===== config.mk =====
export PLATFORM = sky130hd
export DESIGN_NAME = spi_cmd_writer_flat
export DESIGN_NICKNAME = d
export VERILOG_FILES = /design/src/rtl/ledz_pkg.sv /design/src/rtl/spi_cmd_writer_if.sv /design/src/rtl/word_fifo.sv /design/src/rtl/spi_cmd_writer.sv /design/src/flat_wrapper.sv
export SDC_FILE = /design/constraint.sdc
export NUM_CORES = 1
export LEC_CHECK = 0
export ABC_AREA = 1
export BUFFER_PORTS_ARGS = -buffer_cell sky130_fd_sc_hd__buf_4
export CAP_MARGIN = 10
export CORE_UTILIZATION = 60
export CTS_CLUSTER_DIAMETER = 100
export DETAILED_ROUTE_END_ITERATION = 8
export GPL_TIMING_DRIVEN = 0
export PLACE_DENSITY = 0.8
export RECOVER_POWER = 100
export SYNTH_ARGS = -nofsm -noshare
export SYNTH_HDL_FRONTEND = slang
export SYNTH_SLANG_ARGS = --single-unit

===== constraint.sdc =====
create_clock -name clk -period 3.45 [get_ports clk]
set_clock_uncertainty 0.05 [all_clocks]
set_input_delay 0.8625 -clock clk [delete_from_list [all_inputs] [get_ports clk]]
set_output_delay 0.8625 -clock clk [all_outputs]
set_load 0.01 [all_outputs]

===== src/rtl/ledz_pkg.sv =====
// Shared opcodes, parser states and panel geometry for the display write path.
`timescale 1ns/1ps
package ledz_pkg;

   localparam int ROWLEN = 64;

   localparam logic [3:0] OP_NOP    = 4'h0;
   localparam logic [3:0] OP_WRITE  = 4'h1;
   localparam logic [3:0] OP_FILL   = 4'h2;
   localparam logic [3:0] OP_BRIGHT = 4'h4;

   typedef enum logic [2:0] {
      ST_IDLE,
      ST_COUNT,
      ST_DATA,
      ST_FILLVAL,
      ST_FILL,
      ST_DISCARD
   } state_t;

endpackage


===== src/rtl/spi_cmd_writer_if.sv =====
// Word input from the SPI slave plus the memory write port and status outputs.
`timescale 1ns/1ps
interface spi_cmd_writer_if #(
   parameter int ADDR_W = 11,
   parameter int DATA_W = 16
);
   logic              in_valid;
   logic [DATA_W-1:0] in_data;
   logic              frame_end;
   logic              mem_wen;
   logic [ADDR_W-1:0] mem_addr;
   logic [DATA_W-1:0] mem_wdata;
   logic [5:0]        brightness;
   logic              busy;
   logic [7:0]        err_count;

   modport slave (
      input  in_valid, in_data, frame_end,
      output mem_wen, mem_addr, mem_wdata, brightness, busy, err_count
   );

   modport master (
      output in_valid, in_data, frame_end,
      input  mem_wen, mem_addr, mem_wdata, brightness, busy, err_count
   );
endinterface


===== src/rtl/word_fifo.sv =====
// Show-ahead synchronous FIFO; a pop in the same cycle frees room for a push when full.
`timescale 1ns/1ps
module word_fifo #(
   parameter int DEPTH = 4,
   parameter int WIDTH = 16
) (
   input  logic             clk,
   input  logic             rst_n,
   input  logic             push,
   input  logic [WIDTH-1:0] din,
   input  logic             pop,
   output logic             full,
   output logic             empty,
   output logic [WIDTH-1:0] dout
);
   localparam int PTR_W = $clog2(DEPTH);

   logic [WIDTH-1:0] mem [DEPTH];
   logic [PTR_W:0]   wr_ptr_reg;
   logic [PTR_W:0]   rd_ptr_reg;
   logic             do_pop;
   logic             do_push;

   // Extra pointer bit distinguishes full from empty when the indices match.
   assign empty   = (wr_ptr_reg == rd_ptr_reg);
   assign full    = (wr_ptr_reg[PTR_W] != rd_ptr_reg[PTR_W]) &&
                    (wr_ptr_reg[PTR_W-1:0] == rd_ptr_reg[PTR_W-1:0]);
   assign do_pop  = pop & ~empty;
   assign do_push = push & (~full | do_pop);
   assign dout    = mem[rd_ptr_reg[PTR_W-1:0]];

   always_ff @(posedge clk) begin
      if (do_push) begin
         mem[wr_ptr_reg[PTR_W-1:0]] <= din;
      end
   end

   always_ff @(posedge clk or negedge rst_n) begin
      if (!rst_n) begin
         wr_ptr_reg <= '0;
         rd_ptr_reg <= '0;
      end else begin
         if (do_push) wr_ptr_reg <= wr_ptr_reg + 1'b1;
         if (do_pop)  rd_ptr_reg <= rd_ptr_reg + 1'b1;
      end
   end
endmodule


===== src/rtl/spi_cmd_writer.sv =====
// Parses framed SPI command words and drives the banked display memory write port.
`timescale 1ns/1ps
module spi_cmd_writer
   import ledz_pkg::*;
#(
   parameter int ADDR_W     = 11,
   parameter int DATA_W     = 16,
   parameter int FIFO_DEPTH = 4
) (
   input  logic            clk,
   input  logic            rst_n,
   spi_cmd_writer_if.slave bus
);
   localparam int CNT_W = ADDR_W + 1;
   localparam logic [CNT_W-1:0] MAX_CNT = {1'b1, {ADDR_W{1'b0}}};
   localparam logic [CNT_W-1:0] ONE_CNT = {{(CNT_W-1){1'b0}}, 1'b1};

   state_t            state_reg, state_next;
   logic [ADDR_W-1:0] addr_reg, addr_next;
   logic [CNT_W-1:0]  remaining_reg, remaining_next;
   logic              fill_mode_reg, fill_mode_next;
   logic [DATA_W-1:0] fill_color_reg, fill_color_next;
   logic              mem_wen_reg, mem_wen_next;
   logic [ADDR_W-1:0] mem_addr_reg, mem_addr_next;
   logic [DATA_W-1:0] mem_wdata_reg, mem_wdata_next;
   logic [5:0]        brightness_reg, brightness_next;
   logic [7:0]        err_count_reg, err_count_next;
   logic              end_pending_reg, end_pending_next;

   logic              fifo_pop, fifo_full, fifo_empty;
   logic [DATA_W-1:0] fifo_dout;
   logic [3:0]        opcode;
   logic [CNT_W-1:0]  count_raw, count_clamped;
   logic              drop, abort, fsm_err, do_write;
   logic [DATA_W-1:0] write_data;
   logic [8:0]        err_sum;

   word_fifo #(.DEPTH(FIFO_DEPTH), .WIDTH(DATA_W)) u_fifo (
      .clk   (clk),
      .rst_n (rst_n),
      .push  (bus.in_valid),
      .din   (bus.in_data),
      .pop   (fifo_pop),
      .full  (fifo_full),
      .empty (fifo_empty),
      .dout  (fifo_dout)
   );

   assign opcode        = fifo_dout[DATA_W-1:DATA_W-4];
   assign count_raw     = fifo_dout[CNT_W-1:0];
   assign count_clamped = (count_raw == '0 || count_raw > MAX_CNT) ? MAX_CNT : count_raw;
   assign drop          = bus.in_valid & fifo_full & ~fifo_pop;
   // A frame end waits for buffered words to drain and never cuts a fill short.
   assign abort         = end_pending_reg && fifo_empty && (state_reg != ST_FILL);

   always_comb begin
      state_next       = state_reg;
      addr_next        = addr_reg;
      remaining_next   = remaining_reg;
      fill_mode_next   = fill_mode_reg;
      fill_color_next  = fill_color_reg;
      mem_wen_next     = 1'b0;
      mem_addr_next    = mem_addr_reg;
      mem_wdata_next   = mem_wdata_reg;
      brightness_next  = brightness_reg;
      fifo_pop         = 1'b0;
      fsm_err          = 1'b0;
      do_write         = 1'b0;
      write_data       = fifo_dout;
      end_pending_next = bus.frame_end | (end_pending_reg & ~abort);

      if (abort) begin
         state_next = ST_IDLE;
         fsm_err    = (state_reg == ST_COUNT) || (state_reg == ST_DATA) ||
                      (state_reg == ST_FILLVAL);
      end else begin
         case (state_reg)
            ST_IDLE: begin
               if (!fifo_empty) begin
                  fifo_pop  = 1'b1;
                  addr_next = fifo_dout[ADDR_W-1:0];
                  case (opcode)
                     OP_NOP: ;
                     OP_WRITE: begin
                        fill_mode_next = 1'b0;
                        state_next     = ST_COUNT;
                     end
                     OP_FILL: begin
                        fill_mode_next = 1'b1;
                        state_next     = ST_COUNT;
                     end
                     OP_BRIGHT: brightness_next = fifo_dout[5:0];
                     default: begin
                        fsm_err    = 1'b1;
                        state_next = ST_DISCARD;
                     end
                  endcase
               end
            end
            ST_COUNT: begin
               if (!fifo_empty) begin
                  fifo_pop       = 1'b1;
                  remaining_next = count_clamped;
                  state_next     = fill_mode_reg ? ST_FILLVAL : ST_DATA;
               end
            end
            ST_DATA: begin
               if (!fifo_empty) begin
                  fifo_pop = 1'b1;
                  do_write = 1'b1;
                  if (remaining_reg == ONE_CNT) state_next = ST_IDLE;
               end
            end
            ST_FILLVAL: begin
               // The colour word itself produces the first fill write.
               if (!fifo_empty) begin
                  fifo_pop        = 1'b1;
                  fill_color_next = fifo_dout;
                  do_write        = 1'b1;
                  state_next      = (remaining_reg == ONE_CNT) ? ST_IDLE : ST_FILL;
               end
            end
            ST_FILL: begin
               do_write   = 1'b1;
               write_data = fill_color_reg;
               if (remaining_reg == ONE_CNT) state_next = ST_IDLE;
            end
            ST_DISCARD: begin
               if (!fifo_empty) fifo_pop = 1'b1;
            end
            default: state_next = ST_IDLE;
         endcase
      end

      if (do_write) begin
         mem_wen_next   = 1'b1;
         mem_addr_next  = addr_reg;
         mem_wdata_next = write_data;
         addr_next      = addr_reg + 1'b1;
         remaining_next = remaining_reg - 1'b1;
      end

      // Overflow drop and parser error can land in the same cycle.
      err_sum        = {1'b0, err_count_reg} + {8'd0, drop} + {8'd0, fsm_err};
      err_count_next = err_sum[8] ? 8'hFF : err_sum[7:0];
   end

   always_ff @(posedge clk or negedge rst_n) begin
      if (!rst_n) begin
         state_reg       <= ST_IDLE;
         addr_reg        <= '0;
         remaining_reg   <= '0;
         fill_mode_reg   <= 1'b0;
         fill_color_reg  <= '0;
         mem_wen_reg     <= 1'b0;
         mem_addr_reg    <= '0;
         mem_wdata_reg   <= '0;
         brightness_reg  <= 6'd63;
         err_count_reg   <= '0;
         end_pending_reg <= 1'b0;
      end else begin
         state_reg       <= state_next;
         addr_reg        <= addr_next;
         remaining_reg   <= remaining_next;
         fill_mode_reg   <= fill_mode_next;
         fill_color_reg  <= fill_color_next;
         mem_wen_reg     <= mem_wen_next;
         mem_addr_reg    <= mem_addr_next;
         mem_wdata_reg   <= mem_wdata_next;
         brightness_reg  <= brightness_next;
         err_count_reg   <= err_count_next;
         end_pending_reg <= end_pending_next;
      end
   end

   assign bus.mem_wen    = mem_wen_reg;
   assign bus.mem_addr   = mem_addr_reg;
   assign bus.mem_wdata  = mem_wdata_reg;
   assign bus.brightness = brightness_reg;
   assign bus.err_count  = err_count_reg;
   assign bus.busy       = (state_reg != ST_IDLE) || !fifo_empty;
endmodule


===== src/flat_wrapper.sv =====
// flat-port wrapper written by rule: the top's interface ports become plain ports
module spi_cmd_writer_flat import ledz_pkg::*;
#(
   parameter int ADDR_W     = 11,
   parameter int DATA_W     = 16,
   parameter int FIFO_DEPTH = 4
)
  (clk, rst_n, bus_in_valid, bus_in_data, bus_frame_end, bus_mem_wen, bus_mem_addr, bus_mem_wdata, bus_brightness, bus_busy, bus_err_count);
  spi_cmd_writer_if #(.ADDR_W(ADDR_W), .DATA_W(DATA_W)) bus_i ();
  input  logic clk;
  input  logic rst_n;
  input wire logic [$bits(bus_i.in_valid)-1:0] bus_in_valid;
  input wire logic [$bits(bus_i.in_data)-1:0] bus_in_data;
  input wire logic [$bits(bus_i.frame_end)-1:0] bus_frame_end;
  output wire logic [$bits(bus_i.mem_wen)-1:0] bus_mem_wen;
  output wire logic [$bits(bus_i.mem_addr)-1:0] bus_mem_addr;
  output wire logic [$bits(bus_i.mem_wdata)-1:0] bus_mem_wdata;
  output wire logic [$bits(bus_i.brightness)-1:0] bus_brightness;
  output wire logic [$bits(bus_i.busy)-1:0] bus_busy;
  output wire logic [$bits(bus_i.err_count)-1:0] bus_err_count;
  assign bus_i.in_valid = bus_in_valid;
  assign bus_i.in_data = bus_in_data;
  assign bus_i.frame_end = bus_frame_end;
  assign bus_mem_wen = bus_i.mem_wen;
  assign bus_mem_addr = bus_i.mem_addr;
  assign bus_mem_wdata = bus_i.mem_wdata;
  assign bus_brightness = bus_i.brightness;
  assign bus_busy = bus_i.busy;
  assign bus_err_count = bus_i.err_count;
  spi_cmd_writer #(.ADDR_W(ADDR_W), .DATA_W(DATA_W), .FIFO_DEPTH(FIFO_DEPTH)) u_core (.clk(clk), .rst_n(rst_n), .bus(bus_i));
endmodule

## Word-level counts from Yosys, hierarchy flattened

Memories as Yosys holds them, arrays and structs flattened.
Cells that the tools add are included.

- Mux-type cells: 35
- Eq/ne operators: 21
- Reduce and logical (&&, ||, !) cells: 26
- Add/subtract/negate cells: 6
- Order comparisons: 1
- Bitwise gates (word level): 11

Operators by type and width:

| operator | count |
|---|---|
| 2-to-1 mux 12 bit | 5 |
| 2-to-1 mux 11 bit | 4 |
| 2-to-1 mux 16 bit | 2 |
| 2-to-1 mux 3 bit | 7 |
| one-hot mux 3 bit (6 select lines) | 1 |
| != test 3 bit, second input constant | 5 |
| equality test 12 x 1 -> 1 bit, second input constant | 1 |
| > comparator 12 bit, second input constant | 1 |
| zero test 12 bit | 1 |
| 2-to-1 mux 1 bit | 12 |
| subtractor 12 x 1 -> 12 bit, second input constant | 1 |
| adder 11 x 1 -> 11 bit, second input constant | 1 |
| adder 8 x 1 -> 9 bit | 1 |
| adder 9 x 1 -> 9 bit | 1 |
| AND reduction 3 bit | 3 |
| 2-to-1 mux 8 bit | 1 |
| AND reduction 4 bit | 2 |
| adder 3 x 1 -> 3 bit, second input constant | 2 |
| equality test 3 x 2 -> 1 bit, second input constant | 2 |
| equality test 3 bit, second input constant | 2 |
| one-hot mux 3 bit (2 select lines) | 1 |
| AND reduction 6 bit | 1 |
| nonzero test 2 bit | 3 |
| OR reduction 2 bit | 3 |
| 22 further kinds | 37 |

- Logic and storage cells: 114
- Flip-flop bits (word level): 92
- Output and inout bits: 43
- Input port bits: 20
- Bits in writable memories: 64
- Memories: 1

Memories:

| memory | words | bits a word | rd ports | clocked after memory_dff | write ports | RTL line | text |
|---|---|---|---|---|---|---|---|
| u_core.u_fifo.mem | 4 | 16 | 1 | 0 | 1 | word_fifo.sv:18 | `logic [WIDTH-1:0] mem [DEPTH];` |

## Logic depth before layout (Yosys ltp)

Gate-level depths: netlist of run 1.

- Word-level depth: 9
- Depth in mapped cells: 19
- Mapped depth without buffers: 17

## Cells and area by module

From an unflattened synthesis of run 1, not the netlist that was laid out.

- Cells, all modules: 794
- Area, all modules: 7,302.0 um^2

Modules (own cells, without submodules):

| module | times used | sequential area each (um^2) | cells each | area each (um^2) |
|---|---|---|---|---|
| spi_cmd_writer | 1 | 2,159.6 | 579 | 4,456.8 |
| word_fifo | 1 | 2,072.0 | 215 | 2,845.2 |

## Worst setup path before layout of run 1

Ideal clock, no wire load.

- Path kind: register to register
- Start: register u_core.u_fifo.rd_ptr_reg[1]
- End: register u_core.err_count_reg[2] (netlist: u_core.bus.err_count[2])
- Buffers on the path: 1
- Library setup time: 83 ps
- Data required time: 3,317 ps
- Setup slack: 906 ps
- Stages on the path, launching flop included: 17
- Clock period less this slack: 2,544 ps
- Arrival: 2,411 ps
- Path through: dfrtp_1 buf_4 xnor2_1 nand2_1 nor2_1 nand2_1 nor2_1 a32oi_1 fa_1 inv_1 ha_1 nand2_1 nor2_1 inv_1 nor2_1 nand2_1 o21ai_0

- Word-level cells in the longest chain between the ends: 9
- Elaborated cells on any way between the ends: 24
- Classes of those cells: add/sub: 2; eq/ne: 5; mux: 8; bitwise: 3; reduce/logical: 5; memory: 1

RTL lines:

| what | RTL line | text |
|---|---|---|
| start: declaration | word_fifo.sv:20 | `logic [PTR_W:0] rd_ptr_reg;` |
| start signal: assignment | word_fifo.sv:44 | `if (do_pop) rd_ptr_reg <= rd_ptr_reg + 1'b1;` |
| equality test 3 bit / memory (4 x 16 bit) (equally long branches) | n/a |  |
| 2-to-1 mux 1 bit (tied with other cells) (2 in series) | n/a |  |
| 2-to-1 mux 1 bit (on tied branches) | spi_cmd_writer.sv:72, spi_cmd_writer.sv:82 |  |
| inverter 1 bit / 2-to-1 mux 1 bit (equally long branches) | spi_cmd_writer.sv:52, spi_cmd_writer.sv:79 |  |
| AND 1 bit / 2-to-1 mux 1 bit (equally long branches) | spi_cmd_writer.sv:52, spi_cmd_writer.sv:77 |  |
| adder 8 x 1 -> 9 bit / 2-to-1 mux 1 bit (equally long branches) | spi_cmd_writer.sv:144, spi_cmd_writer.sv:72 |  |
| adder 9 x 1 -> 9 bit (*) | spi_cmd_writer.sv:144 | `err_sum = {1'b0, err_count_reg} + {8'd0, drop} + {8'd0, fsm_err};` |
| 2-to-1 mux 8 bit (*) | spi_cmd_writer.sv:145 | `err_count_next = err_sum[8] ? 8'hFF : err_sum[7:0];` |
| named net u_core.err_count_next[2] | spi_cmd_writer.sv:27 | `logic [7:0] err_count_reg, err_count_next;` |
| end signal: assignment | spi_cmd_writer.sv:171 | `err_count_reg <= err_count_next;` |
| end: declaration | spi_cmd_writer.sv:27 |  |

Mark *: on every way through the listed nets, which the timed path passes. The rest lies on a longest branch.
A chain may end at the register's enable or synchronous reset.

## Worst setup path after layout of run 1

Ends and elaborated chain as after synthesis.

==> results of run 1 <==
-- power by group through the flow --
stage / Clock (mW) / Sequential (mW) / Combinational, mW
2_1_floorplan: 0 / 3.12 / 2.84
3_3_place_gp: 0 / 3.09 / 4.07
3_5_place_dp: 0 / 3.12 / 4.24
4_1_cts: 1.83 / 3.09 / 4.28
5_1_grt: 1.91 / 3.15 / 4.54
6_report: 1.81 / 3.09 / 4.02
-- per-layer routing --
metal / global-route usage / part of all wire / routed length, µm
met3: 0.0675 / 0.058 / 932
met4: 0.124 / 0.023 / 366
met5: 0 / 0 / 0
met1: 0.343 / 0.42 / 6770
met2: 0.470 / 0.50 / 7990
-- cells in the final DEF, fill, tap and decap left out, types with 2 or more instances in the layout --
master / instances
sky130_fd_sc_hd__a21oi_1: 20
sky130_fd_sc_hd__a21oi_2: 3
sky130_fd_sc_hd__a31oi_1: 14
sky130_fd_sc_hd__buf_2: 6
sky130_fd_sc_hd__buf_4: 9
sky130_fd_sc_hd__buf_6: 6
sky130_fd_sc_hd__clkbuf_1: 68
sky130_fd_sc_hd__clkbuf_16: 17
sky130_fd_sc_hd__clkinv_1: 3
sky130_fd_sc_hd__clkinv_4: 3
sky130_fd_sc_hd__clkinvlp_4: 2
sky130_fd_sc_hd__dfrtp_1: 86
sky130_fd_sc_hd__dfstp_1: 6
sky130_fd_sc_hd__edfxtp_1: 64
sky130_fd_sc_hd__ha_1: 9
sky130_fd_sc_hd__inv_1: 67
sky130_fd_sc_hd__inv_6: 5
sky130_fd_sc_hd__inv_8: 3
sky130_fd_sc_hd__nand2_1: 234
sky130_fd_sc_hd__nand2_2: 6
sky130_fd_sc_hd__nand3_1: 68
sky130_fd_sc_hd__nand3_2: 2
sky130_fd_sc_hd__nand4_1: 3
sky130_fd_sc_hd__nor2_1: 75
sky130_fd_sc_hd__nor2_2: 4
sky130_fd_sc_hd__nor2_4: 2
sky130_fd_sc_hd__nor3_1: 10
sky130_fd_sc_hd__o211ai_1: 2
sky130_fd_sc_hd__o21ai_0: 63
sky130_fd_sc_hd__or2_2: 2
sky130_fd_sc_hd__xnor2_1: 5
sky130_fd_sc_hd__xor2_1: 10
-- worst paths after layout --
check | to | slack (ns)
worst max-delay path | u_core.bus.err_count[2]$_DFF_PN0_ | 0.49
worst min-delay path | u_core.bus.mem_addr[9]$_DFFE_PN0P_ | 0.43
worst max register to register | u_core.bus.err_count[2]$_DFF_PN0_ | 0.49
worst min register to register | u_core.bus.mem_addr[9]$_DFFE_PN0P_ | 0.43
max in group asynchronous | u_core.bus.err_count[1]$_DFF_PN0_ | 0.77
min in group asynchronous | u_core.bus.mem_addr[9]$_DFFE_PN0P_ | 1.15
-- metrics by stage --
step           worst slack, ns  area, µm²  instances   util
3_3_place_gp             0.479       7890        997  0.679
3_5_place_dp             0.513       7920        998  0.682
5_1_grt                  0.110       8250       1031  0.710
6_report                 0.486       8250       1031  0.710
2_1_floorplan            0.906       7250        792      -
4_1_cts                  0.485       8490       1030  0.731
-- final cells by class --
cell class / count / area (µm²) / area share
repair buffers: 64 / 287 / 0.0347
clock buffers: 17 / 425 / 0.0516
clock inverters: 15 / 153 / 0.0185
multi-input cells: 539 / 2550 / 0.309
inverters: 70 / 265 / 0.0322
plain buffers: 27 / 158 / 0.0191
flip-flops and latches: 156 / 4230 / 0.513
well taps: 143 / 179 / 0.0217
-- worst reg2reg max path: stages (launching register included) --
cell and delay, ns:
sky130_fd_sc_hd__dfrtp_1 0.39, sky130_fd_sc_hd__buf_4 0.19, sky130_fd_sc_hd__inv_1 0.25, sky130_fd_sc_hd__nand3_1 0.14, sky130_fd_sc_hd__nand2_1 0.19, sky130_fd_sc_hd__nand2_1 0.08, sky130_fd_sc_hd__nand3_1 0.12, sky130_fd_sc_hd__a32oi_1 0.14
sky130_fd_sc_hd__fa_1 0.40, sky130_fd_sc_hd__inv_1 0.09, sky130_fd_sc_hd__ha_1 0.17, sky130_fd_sc_hd__nand2_1 0.07, sky130_fd_sc_hd__nor2_1 0.09, sky130_fd_sc_hd__inv_1 0.08, sky130_fd_sc_hd__nor2_1 0.17, sky130_fd_sc_hd__nand2_1 0.17
sky130_fd_sc_hd__o21ai_0 0.11
-- cell families after synthesis --
| family | synth area share |
|---|---|
| AOI/OAI and AO/OA | 0.0808 |
| xor gates and xnor gates | 0.0181 |
| adders and majority gates | 0.0183 |
| DFF | 0.584 |
| buffers and inverters | 0.0596 |
| and+or+nand+nor | 0.239 |
==> qor.log, run 1 <==
INFO  floorplan      chipWidth=112µm
INFO  synth          async_reset_ff_frac=0.590
INFO  route          drtIter0Drc=425
INFO  clocking       cts_root_buffer=sky130_fd_sc_hd__clkbuf_16
INFO  critical_path  critical_path.max_fanout=10
INFO  synth          yosysTopAreaCellShare=0.297
INFO  synth          synth_enable_flop_cells=64
INFO  power_and_ir_drop static-leakage-power=3.67nW
INFO  power_and_ir_drop maximum_vdd_drop=0.000672V
INFO  floorplan      die_height=112µm
INFO  critical_path  required=3.75ns
INFO  global_route   first_global_vias=5,640
INFO  status         failed_checks=DRC, capacitance limit, slew limit
INFO  sta            worst_slew_pin_slew=2.51ns
INFO  sta            fmaxAchievable=0.337GHz
INFO  synth          yosysWarnings=0
INFO  critical_path  worstRegToRegCells=16
INFO  critical_path  critical_path_stages=16
INFO  clocking       postCtsSetupBuffers=0
INFO  critical_path  worst_path_cell_with_the_longest_stage_delay=sky130_fd_sc_hd__fa_1
INFO  route          vias_per_std_cell=5.57
INFO  sta            timing.final.hold_violations=0
INFO  synth          synth_top_cell_by_area=sky130_fd_sc_hd__dfrtp_1
INFO  place          io_buffer_count=62
INFO  route          drt.antenna.violating_nets=0
INFO  power_and_ir_drop clock_power_share=0.203
INFO  clocking       number_of_hold_repair_buffers_added_at_the_cts_stage=0
INFO  clocking       clock-sinks=156
INFO  synth          syn_area=7250µm²
INFO  sta            post-route-min-period=2.96ns
INFO  critical_path  worstSetupPathType=reg2reg
INFO  route          route.detailed.wl_per_inst=15.6µm
INFO  sta            hold_slack=0.431ns
INFO  power_and_ir_drop reported_net_switching_power=3.97mW
INFO  power_and_ir_drop seqPwrFrac=0.346
INFO  clocking       cts_made_buffers=17
INFO  clocking       cts_buffer_depth=2
INFO  clocking       insertion_delay=0.43ns
INFO  power_and_ir_drop internal_power=4.95mW
INFO  global_route   global_route.overflow_total=0
INFO  synth          synthCells=792
INFO  power_and_ir_drop sw_frac_of_total=0.445
INFO  clocking       clock_tree.htree_level_count=4
INFO  synth          synth.net_count=822
INFO  synth          post_synth_main_area_contributors=sky130_fd_sc_hd__dfrtp_1 (30%), sky130_fd_sc_hd__edfxtp_1 (27%), sky130_fd_sc_hd__nand2_1 (12%), sky130_fd_sc_hd__nand3_1 (4.5%), sky130_fd_sc_hd__nor2_1 (4.0%)
INFO  sta            final_max_slew_viol_count=46
INFO  place          place_hpwl=11,200µm
INFO  global_route   maximum_number_of_pins_on_one_net_before_global_route_repair=93
INFO  power_and_ir_drop power_density=1080nW/µm²
INFO  route          post-route-drc-count=3
INFO  synth          synth-seq-cells=156
INFO  global_route   global_route.usage.total=0.279
INFO  sta            setup_repair_after_global_routing_missed_its_margin=false
INFO  cells_and_area final_layout_size_suffix_gt1_frac=0.0833
INFO  critical_path  start_kind=flop
INFO  sta            setup_violations=0
INFO  route          detailedRoute.firstPassIterationCount=7
INFO  power_and_ir_drop total_power=8.93mW
INFO  job            cap_viol_max_count=1
INFO  status         run_status=finished, violations left
INFO  floorplan      floorplan.core_area=11,600µm²
INFO  cells_and_area max_reg_flops=64
INFO  cells_and_area nets=905
INFO  global_route   grt_antenna_before_repair=0
INFO  place          gpl.final_weighted_congestion=0.888
INFO  critical_path  crit_path_cell_trace=buf_4, inv_1, nand3_1, nand2_1, nand2_1, nand3_1, a32oi_1, fa_1, inv_1, ha_1, nand2_1, nor2_1, inv_1, nor2_1, nand2_1, o21ai_0
INFO  critical_path  worst_path_largest_cell_delay=0.40ns
INFO  clocking       cts_tree=done
INFO  clocking       clkSlewWorstSetupHoldPaths=0.07ns
INFO  floorplan      initial_core_util=0.624
INFO  critical_path  worst_ep_arrival_time=3.26ns
INFO  cells_and_area antenna_cells_inserted=0
INFO  route          totalWireLength=16,100µm
INFO  critical_path  number_of_buffer_and_inverter_instances_along_the_worst_setup_path=4
INFO  synth          synth_seq_area_share=0.584
INFO  critical_path  timing.critical_path.to_type=flop
INFO  critical_path  crit_family=simple AND/OR/NAND/NOR gates
INFO  synth          post_synth_most_frequent_cells=sky130_fd_sc_hd__nand2_1 (231), sky130_fd_sc_hd__dfrtp_1 (86), sky130_fd_sc_hd__nor2_1 (77)
INFO  critical_path  cp_common_cell=sky130_fd_sc_hd__nand2_1
INFO  synth          syn_area_per_cell=9.15µm²
INFO  sta            slew_headroom=-0.672
INFO  power_and_ir_drop p_comb_frac=0.450
INFO  floorplan      num_io_pins=63
INFO  worst_hold_path hold_path_class=reg2reg
INFO  cells_and_area fillCellCount=927
INFO  floorplan      placementRows=39
INFO  cells_and_area syn_to_final_growth=13.8%
INFO  floorplan      floorplan.die_area=12,500µm²
INFO  critical_path  worstSetupStartpoint=u_core.u_fifo.rd_ptr_reg[1]$_DFFE_PN0P_
INFO  synth          most_instantiated_library_cell_after_synthesis=sky130_fd_sc_hd__nand2_1
INFO  global_route   wire_length_of_the_first_global_routing_pass=26,700µm
INFO  worst_hold_path min_delay_path_depth=2
INFO  worst_hold_path hold_path_startpoint=u_core.bus.mem_addr[9]$_DFFE_PN0P_
INFO  sta            final.setup.tns=0ns
INFO  critical_path  rr_startpoint=u_core.u_fifo.rd_ptr_reg[1]$_DFFE_PN0P_
INFO  synth          netlist-cell-type-count=38
INFO  synth          ys.flop_type=sky130_fd_sc_hd__dfrtp_1
INFO  sta            period_share=0.859
INFO  route          num_vias=5,738
INFO  clocking       postCtsResizedCells=0
Note: power is estimated with default switching activity, not from simulation.
==> inputs of run 2 (changes only) <==
REMOVE_ABC_BUFFERS = 1   (was default)
==> run 2 against run 1 <==
- the run ends with DRC left
- final cell count is 2.3% lower
- via count down 2.2%
- final area down 2.0%
- total power shrank 2.9%
- die area did not move
- combinational power is 8.2% lower
- non-clock buffer count down 24
- utilization fell by 1.4 points
- clock power fell by 3%
- first-iteration DRC count is 4.2% lower
- critical endpoint is now u_core.remaining_reg[10]$_DFFE_PN0P_
==> qor.log, run 2 (synthesis gave the netlist of run 1 again) <==
INFO  floorplan      floorplan.die_area=12,500µm²
INFO  sta            post-route-min-period=3.18ns
INFO  critical_path  worst_ep_arrival_time=3.49ns
INFO  global_route   maximum_number_of_pins_on_one_net_before_global_route_repair=93
INFO  route          route.detailed.wl_per_inst=15.5µm
INFO  floorplan      placementRows=39
INFO  global_route   grt_antenna_before_repair=0
INFO  cells_and_area mostFrequentLayoutCell=sky130_fd_sc_hd__nand2_1
INFO  critical_path  worst_path_cell_with_the_longest_stage_delay=sky130_fd_sc_hd__inv_2
INFO  clocking       cts_root_buffer=sky130_fd_sc_hd__clkbuf_16
INFO  power_and_ir_drop maximum_vdd_drop=0.000541V
INFO  route          drtIter0Drc=407
INFO  route          totalWireLength=15,600µm
INFO  worst_hold_path hold_path_class=reg2reg
INFO  clocking       postCtsSetupBuffers=0
INFO  critical_path  critical_path.max_fanout=44
INFO  clocking       clock_tree.htree_level_count=4
INFO  critical_path  start_kind=flop
INFO  job            cap_viol_max_count=0
INFO  critical_path  rr_startpoint=u_core.u_fifo.rd_ptr_reg[0]$_DFFE_PN0P_
INFO  cells_and_area syn_to_final_growth=11.6%
INFO  worst_hold_path hold_path_startpoint=u_core.u_fifo.wr_ptr_reg[2]$_DFFE_PN0P_
INFO  clocking       cts_made_buffers=17
INFO  cells_and_area max_reg_flops=64
INFO  sta            final_max_slew_viol_count=0
INFO  route          vias_per_std_cell=5.57
INFO  cells_and_area fillCellCount=910
INFO  critical_path  worst_path_largest_cell_delay=0.67ns
INFO  cells_and_area final_layout_size_suffix_gt1_frac=0.0683
INFO  sta            worst_slew_pin_slew=1.49ns
INFO  clocking       cts_buffer_depth=2
INFO  clocking       number_of_hold_repair_buffers_added_at_the_cts_stage=0
INFO  critical_path  number_of_buffer_and_inverter_instances_along_the_worst_setup_path=1
INFO  floorplan      floorplan.core_area=11,600µm²
INFO  global_route   first_global_vias=5,439
INFO  clocking       clock-sinks=156
INFO  critical_path  timing.critical_path.to_type=flop
INFO  sta            setup_violations=0
INFO  power_and_ir_drop total_power=8.67mW
INFO  global_route   global_route.overflow_total=0
INFO  sta            slew_headroom=0.00976
INFO  global_route   global_route.usage.total=0.260
INFO  clocking       cts_tree=done
INFO  critical_path  worstRegToRegCells=9
INFO  route          dr_wl_met2=7920µm
INFO  sta            timing.final.hold_violations=0
INFO  global_route   wire_length_of_the_first_global_routing_pass=24,800µm
INFO  cells_and_area nets=881
INFO  route          detailedRoute.firstPassIterationCount=7
INFO  clocking       postCtsResizedCells=2
INFO  critical_path  critical_path.reg2reg.endpoint=u_core.remaining_reg[10]$_DFFE_PN0P_
INFO  place          gpl.final_weighted_congestion=0.861
INFO  place          io_buffer_count=62
INFO  sta            hold_slack=0.436ns
INFO  clocking       insertion_delay=0.42ns
INFO  route          num_vias=5,614
INFO  cells_and_area mostFrequentLayoutCells=sky130_fd_sc_hd__nand2_1 (233), sky130_fd_sc_hd__dfrtp_1 (84), sky130_fd_sc_hd__nor2_1 (79)
INFO  status         run_status=finished, violations left
INFO  sta            setup_repair_after_global_routing_missed_its_margin=false
INFO  sta            period_share=0.921
INFO  floorplan      num_io_pins=63
INFO  worst_hold_path min_to=u_core.u_fifo.wr_ptr_reg[2]$_DFFE_PN0P_
INFO  power_and_ir_drop static-leakage-power=3.56nW
INFO  place          place_hpwl=10,100µm
INFO  cells_and_area antenna_cells_inserted=0
INFO  critical_path  cp_common_cell=sky130_fd_sc_hd__nand2_1
INFO  critical_path  crit_path_cell_trace=xnor2_1, nand3_2, nand2_1, nand2_2, inv_2, nand2_1, o21ai_0, nand2_1, nand2_1
INFO  critical_path  crit_family=simple AND/OR/NAND/NOR gates
INFO  power_and_ir_drop power_density=1070nW/µm²
INFO  critical_path  worstSetupPathType=reg2reg
INFO  route          route.layer.met1.wl=6450µm
INFO  critical_path  required=3.76ns
INFO  clocking       clkSlewWorstSetupHoldPaths=0.06ns
INFO  route          routed.top_layer=met4
INFO  route          detailroute.wirelength.met3=859µm
INFO  route          drt.antenna.violating_nets=0
INFO  floorplan      chipWidth=112µm
INFO  status         failed_checks=DRC
INFO  worst_hold_path min_delay_path_depth=1
INFO  floorplan      die_height=112µm
INFO  floorplan      initial_core_util=0.624
INFO  critical_path  setup.reg_to_reg.worst_slack=0.27ns
INFO  route          post-route-drc-count=4
INFO  sta            fmaxAchievable=0.315GHz
[run 2: changes by cell type in the layout (fill, tap and decap cells not counted), moves of 4 or more]
cell and change:
sky130_fd_sc_hd__buf_2 -6, sky130_fd_sc_hd__buf_6 -6, sky130_fd_sc_hd__nor2_1 +4, sky130_fd_sc_hd__clkbuf_1 -5
[run 2: power breakdown]
| group | internal [mW] | leakage [nW] | switching [mW] |
|---|---|---|---|
| Clock | 1.06 | 0.257 | 0.709 |
| Sequential | 2.67 | 1.68 | 0.537 |
| Combinational | 1.14 | 1.62 | 2.55 |
| Total | 4.87 | 3.56 | 3.80 |
[run 2: cell type report]
type	count	area, µm²	area share
sequential	156	4240	0.524
multi-input combinational	539	2540	0.314
clock buffer	20	437	0.0540
timing repair buffer	67	298	0.0368
inverter	70	270	0.0334
tap	143	179	0.0221
clock inverter	12	123	0.0152
[run 2: how the worst max path moves through the flow]
stage	start	to	slack, ns	depth (start not counted)
after floorplan	u_core.u_fifo.rd_ptr_reg[0]$_DFFE_PN0P_	u_core.bus.err_count[2]$_DFF_PN0_	0.49	16
after global placement	u_core.u_fifo.rd_ptr_reg[0]$_DFFE_PN0P_	u_core.u_fifo.mem[3][0]$_DFFE_PP_	-0.26	6
after detailed placement	u_core.u_fifo.rd_ptr_reg[0]$_DFFE_PN0P_	u_core.bus.err_count[2]$_DFF_PN0_	-0.25	16
after CTS	u_core.u_fifo.rd_ptr_reg[1]$_DFFE_PN0P_	u_core.bus.err_count[2]$_DFF_PN0_	0.02	16
after global routing	u_core.u_fifo.rd_ptr_reg[0]$_DFFE_PN0P_	u_core.bus.err_count[2]$_DFF_PN0_	0.01	15
final	u_core.u_fifo.rd_ptr_reg[0]$_DFFE_PN0P_	u_core.remaining_reg[10]$_DFFE_PN0P_	0.27	9
[run 2: metal layers]
metal / up-vias / global-route usage
met3: 36 / 0.0626
li1: 2713 / -
met2: 218 / 0.442
met1: 2647 / 0.313
met5: - / 0
met4: 0 / 0.126
[run 2: through the flow]
stage	instance area, µm²	worst slack, ns	setup TNS (ns)	utilization	instances
2_1_floorplan	7080	0.490	0	-	765
3_3_place_gp	7720	-0.261	-13.84	0.665	970
3_5_place_dp	7790	-0.254	-1.52	0.671	974
4_1_cts	8360	0.0167	0	0.719	1006
5_1_grt	8080	0.0126	0	0.696	1007
6_report	8080	0.273	0	0.696	1007
==> inputs of run 3 (changes only) <==
--- a/constraint.sdc
+++ b/constraint.sdc
@@ -4,2 +4,2 @@
 set_output_delay 0.8625 -clock clk [all_outputs]
-set_load 0.01 [all_outputs]
+set_load 0.1 [all_outputs]
==> run 3 against run 2 <==
- the flow finishes with violations (DRC, capacitance limit)
- maximum frequency is 0.45% higher
- global-route usage unchanged
- flip-flop and latch count stayed put
- largest cell class unchanged
- sequential share of layout area rose by 0.089 points
- wire length increased by 0.34%
- first-iteration DRC count is 9.6% higher
==> qor.log, run 3 (synthesis gave the netlist of run 1 again) <==
INFO  critical_path  setup.reg_to_reg.worst_slack=0.29ns
INFO  status         failed_checks=DRC, capacitance limit
INFO  cells_and_area antenna_cells_inserted=0
INFO  worst_hold_path min_to=u_core.fill_color_reg[0]$_DFFE_PN0P_
INFO  sta            final_max_slew_viol_count=0
INFO  status         run_status=finished, violations left
INFO  cells_and_area mostFrequentLayoutCell=sky130_fd_sc_hd__nand2_1
INFO  floorplan      num_io_pins=63
INFO  floorplan      floorplan.die_area=12,500µm²
INFO  cells_and_area syn_to_final_growth=11.4%
INFO  place          gpl.final_weighted_congestion=0.861
INFO  worst_hold_path min_delay_path_depth=2
INFO  floorplan      initial_core_util=0.624
INFO  critical_path  timing.critical_path.to_type=flop
INFO  route          detailedRoute.firstPassIterationCount=7
INFO  floorplan      placementRows=39
INFO  global_route   global_route.overflow_total=0
INFO  route          post-route-drc-count=4
INFO  cells_and_area final_layout_size_suffix_gt1_frac=0.0694
INFO  clocking       cts_buffer_depth=2
INFO  worst_hold_path hold_path_class=reg2reg
INFO  sta            setup_violations=0
INFO  route          drt.antenna.violating_nets=0
INFO  floorplan      die_height=112µm
INFO  global_route   grt_antenna_before_repair=0
INFO  critical_path  start_kind=flop
INFO  route          drtIter0Drc=446
INFO  clocking       clock_tree.htree_level_count=4
INFO  sta            fmaxAchievable=0.316GHz
INFO  global_route   global_route.usage.total=0.260
INFO  clocking       insertion_delay=0.42ns
INFO  place          place_hpwl=10,100µm
INFO  global_route   first_global_vias=5,439
INFO  cells_and_area fillCellCount=915
INFO  critical_path  worstRegToRegCells=9
INFO  place          io_buffer_count=62
INFO  cells_and_area mostFrequentLayoutCells=sky130_fd_sc_hd__nand2_1 (233), sky130_fd_sc_hd__dfrtp_1 (84), sky130_fd_sc_hd__nor2_1 (79)
INFO  sta            hold_slack=0.436ns
INFO  sta            slew_headroom=0.00290
INFO  place          placed_cells_incl_taps=974
INFO  sta            worst_slew_pin_slew=1.50ns
INFO  job            cap_viol_max_count=1
INFO  floorplan      floorplan.core_area=11,600µm²
INFO  sta            final.setup.tns=0ns
INFO  critical_path  required=3.76ns
INFO  critical_path  critical_path.reg2reg.endpoint=u_core.remaining_reg[10]$_DFFE_PN0P_
INFO  route          num_vias=5,630
INFO  cells_and_area final-instance-count-excl-fill=1,007
INFO  floorplan      chipWidth=112µm
INFO  clocking       cts_made_buffers=17
INFO  sta            period_share=0.917
INFO  clocking       cts_tree=done
INFO  clocking       number_of_hold_repair_buffers_added_at_the_cts_stage=0
INFO  cells_and_area fin_util=0.695
INFO  sta            post-route-min-period=3.16ns
INFO  critical_path  critical_path.max_fanout=44
INFO  route          route.detailed.wl_per_inst=15.6µm
INFO  sta            setup_repair_after_global_routing_missed_its_margin=false
INFO  cells_and_area nets=881
INFO  clocking       cts_root_buffer=sky130_fd_sc_hd__clkbuf_16
INFO  critical_path  worst_ep_arrival_time=3.48ns
INFO  route          totalWireLength=15,700µm
INFO  critical_path  worstSetupPathType=reg2reg
INFO  critical_path  rr_startpoint=u_core.u_fifo.rd_ptr_reg[0]$_DFFE_PN0P_
INFO  worst_hold_path hold_path_startpoint=u_core.fill_color_reg[0]$_DFFE_PN0P_
INFO  global_route   wire_length_of_the_first_global_routing_pass=24,800µm
INFO  route          vias_per_std_cell=5.59
INFO  sta            timing.final.hold_violations=0
INFO  cells_and_area max_reg_flops=64
INFO  clocking       clock-sinks=156
INFO  clocking       clkSlewWorstSetupHoldPaths=0.06ns
INFO  global_route   maximum_number_of_pins_on_one_net_before_global_route_repair=93
==> run 3: cell types whose count changed in the layout (fill, tap and decap cells not counted), sizes merged <==
| cell | before | now |
|---|---|---|
| buf | 7 | 3 |
| clkbuf | 80 | 84 |
==> run 3: layout make-up <==
class,count,area (µm²),area share
Clock inverter,12,123,0.0152
Multi-Input combinational cell,539,2540,0.315
Timing Repair Buffer,67,284,0.0352
Inverter,70,270,0.0335
Tap cell,143,179,0.0222
Sequential cell,156,4240,0.525
Clock buffer,20,437,0.0541
==> run 3: worst max-delay path, cell delays in order, from the launching register on <==
cell,delay (ns)
sky130_fd_sc_hd__dfrtp_4,0.66
sky130_fd_sc_hd__xnor2_1,0.31
sky130_fd_sc_hd__nand3_2,0.18
sky130_fd_sc_hd__nand2_1,0.15
sky130_fd_sc_hd__nand2_2,0.47
sky130_fd_sc_hd__inv_2,0.67
sky130_fd_sc_hd__nand2_1,0.21
sky130_fd_sc_hd__o21ai_0,0.21
sky130_fd_sc_hd__nand2_1,0.08
sky130_fd_sc_hd__nand2_1,0.08
==> run 3: repair_timing <==
action,CTS,global route
buffers inserted,0,0
gates resized for setup,2,4
setup endpoints to repair,10,9
==> run 3: worst max-delay path by stage <==
stage	start	endpoint	slack, ns	cells after the start
floorplan	u_core.u_fifo.rd_ptr_reg[0]$_DFFE_PN0P_	u_core.bus.err_count[6]$_DFF_PN0_	0.43	16
global placement	u_core.u_fifo.rd_ptr_reg[0]$_DFFE_PN0P_	u_core.u_fifo.mem[3][0]$_DFFE_PP_	-0.26	6
detailed placement	u_core.u_fifo.rd_ptr_reg[0]$_DFFE_PN0P_	u_core.bus.err_count[2]$_DFF_PN0_	-0.25	16
CTS	u_core.u_fifo.rd_ptr_reg[1]$_DFFE_PN0P_	u_core.bus.err_count[2]$_DFF_PN0_	0.02	16
global route	u_core.u_fifo.rd_ptr_reg[0]$_DFFE_PN0P_	u_core.bus.err_count[2]$_DFF_PN0_	0.01	15
finish	u_core.u_fifo.rd_ptr_reg[0]$_DFFE_PN0P_	u_core.remaining_reg[10]$_DFFE_PN0P_	0.29	9
==> run 3: metal layers <==
layer  wire (µm)  vias to the layer above  track usage
met1        6440                     2645        0.313
met5           0                        -            0
met2        7940                      231        0.442
met4         369                        0        0.126
met3         923                       36       0.0626
li1            -                     2718            -
==> run 3: through the flow <==
stage	area, µm²	setup WS, ns
floorplan	7080	0.428
global placement	7720	-0.261
detailed placement	7790	-0.254
CTS	8360	0.0167
global route	8070	0.0126
finish	8070	0.287
Power of run 3 is left out: the tool's default activity adds up to more than one toggle a clock period on the data nets, which glitch-free logic cannot reach.
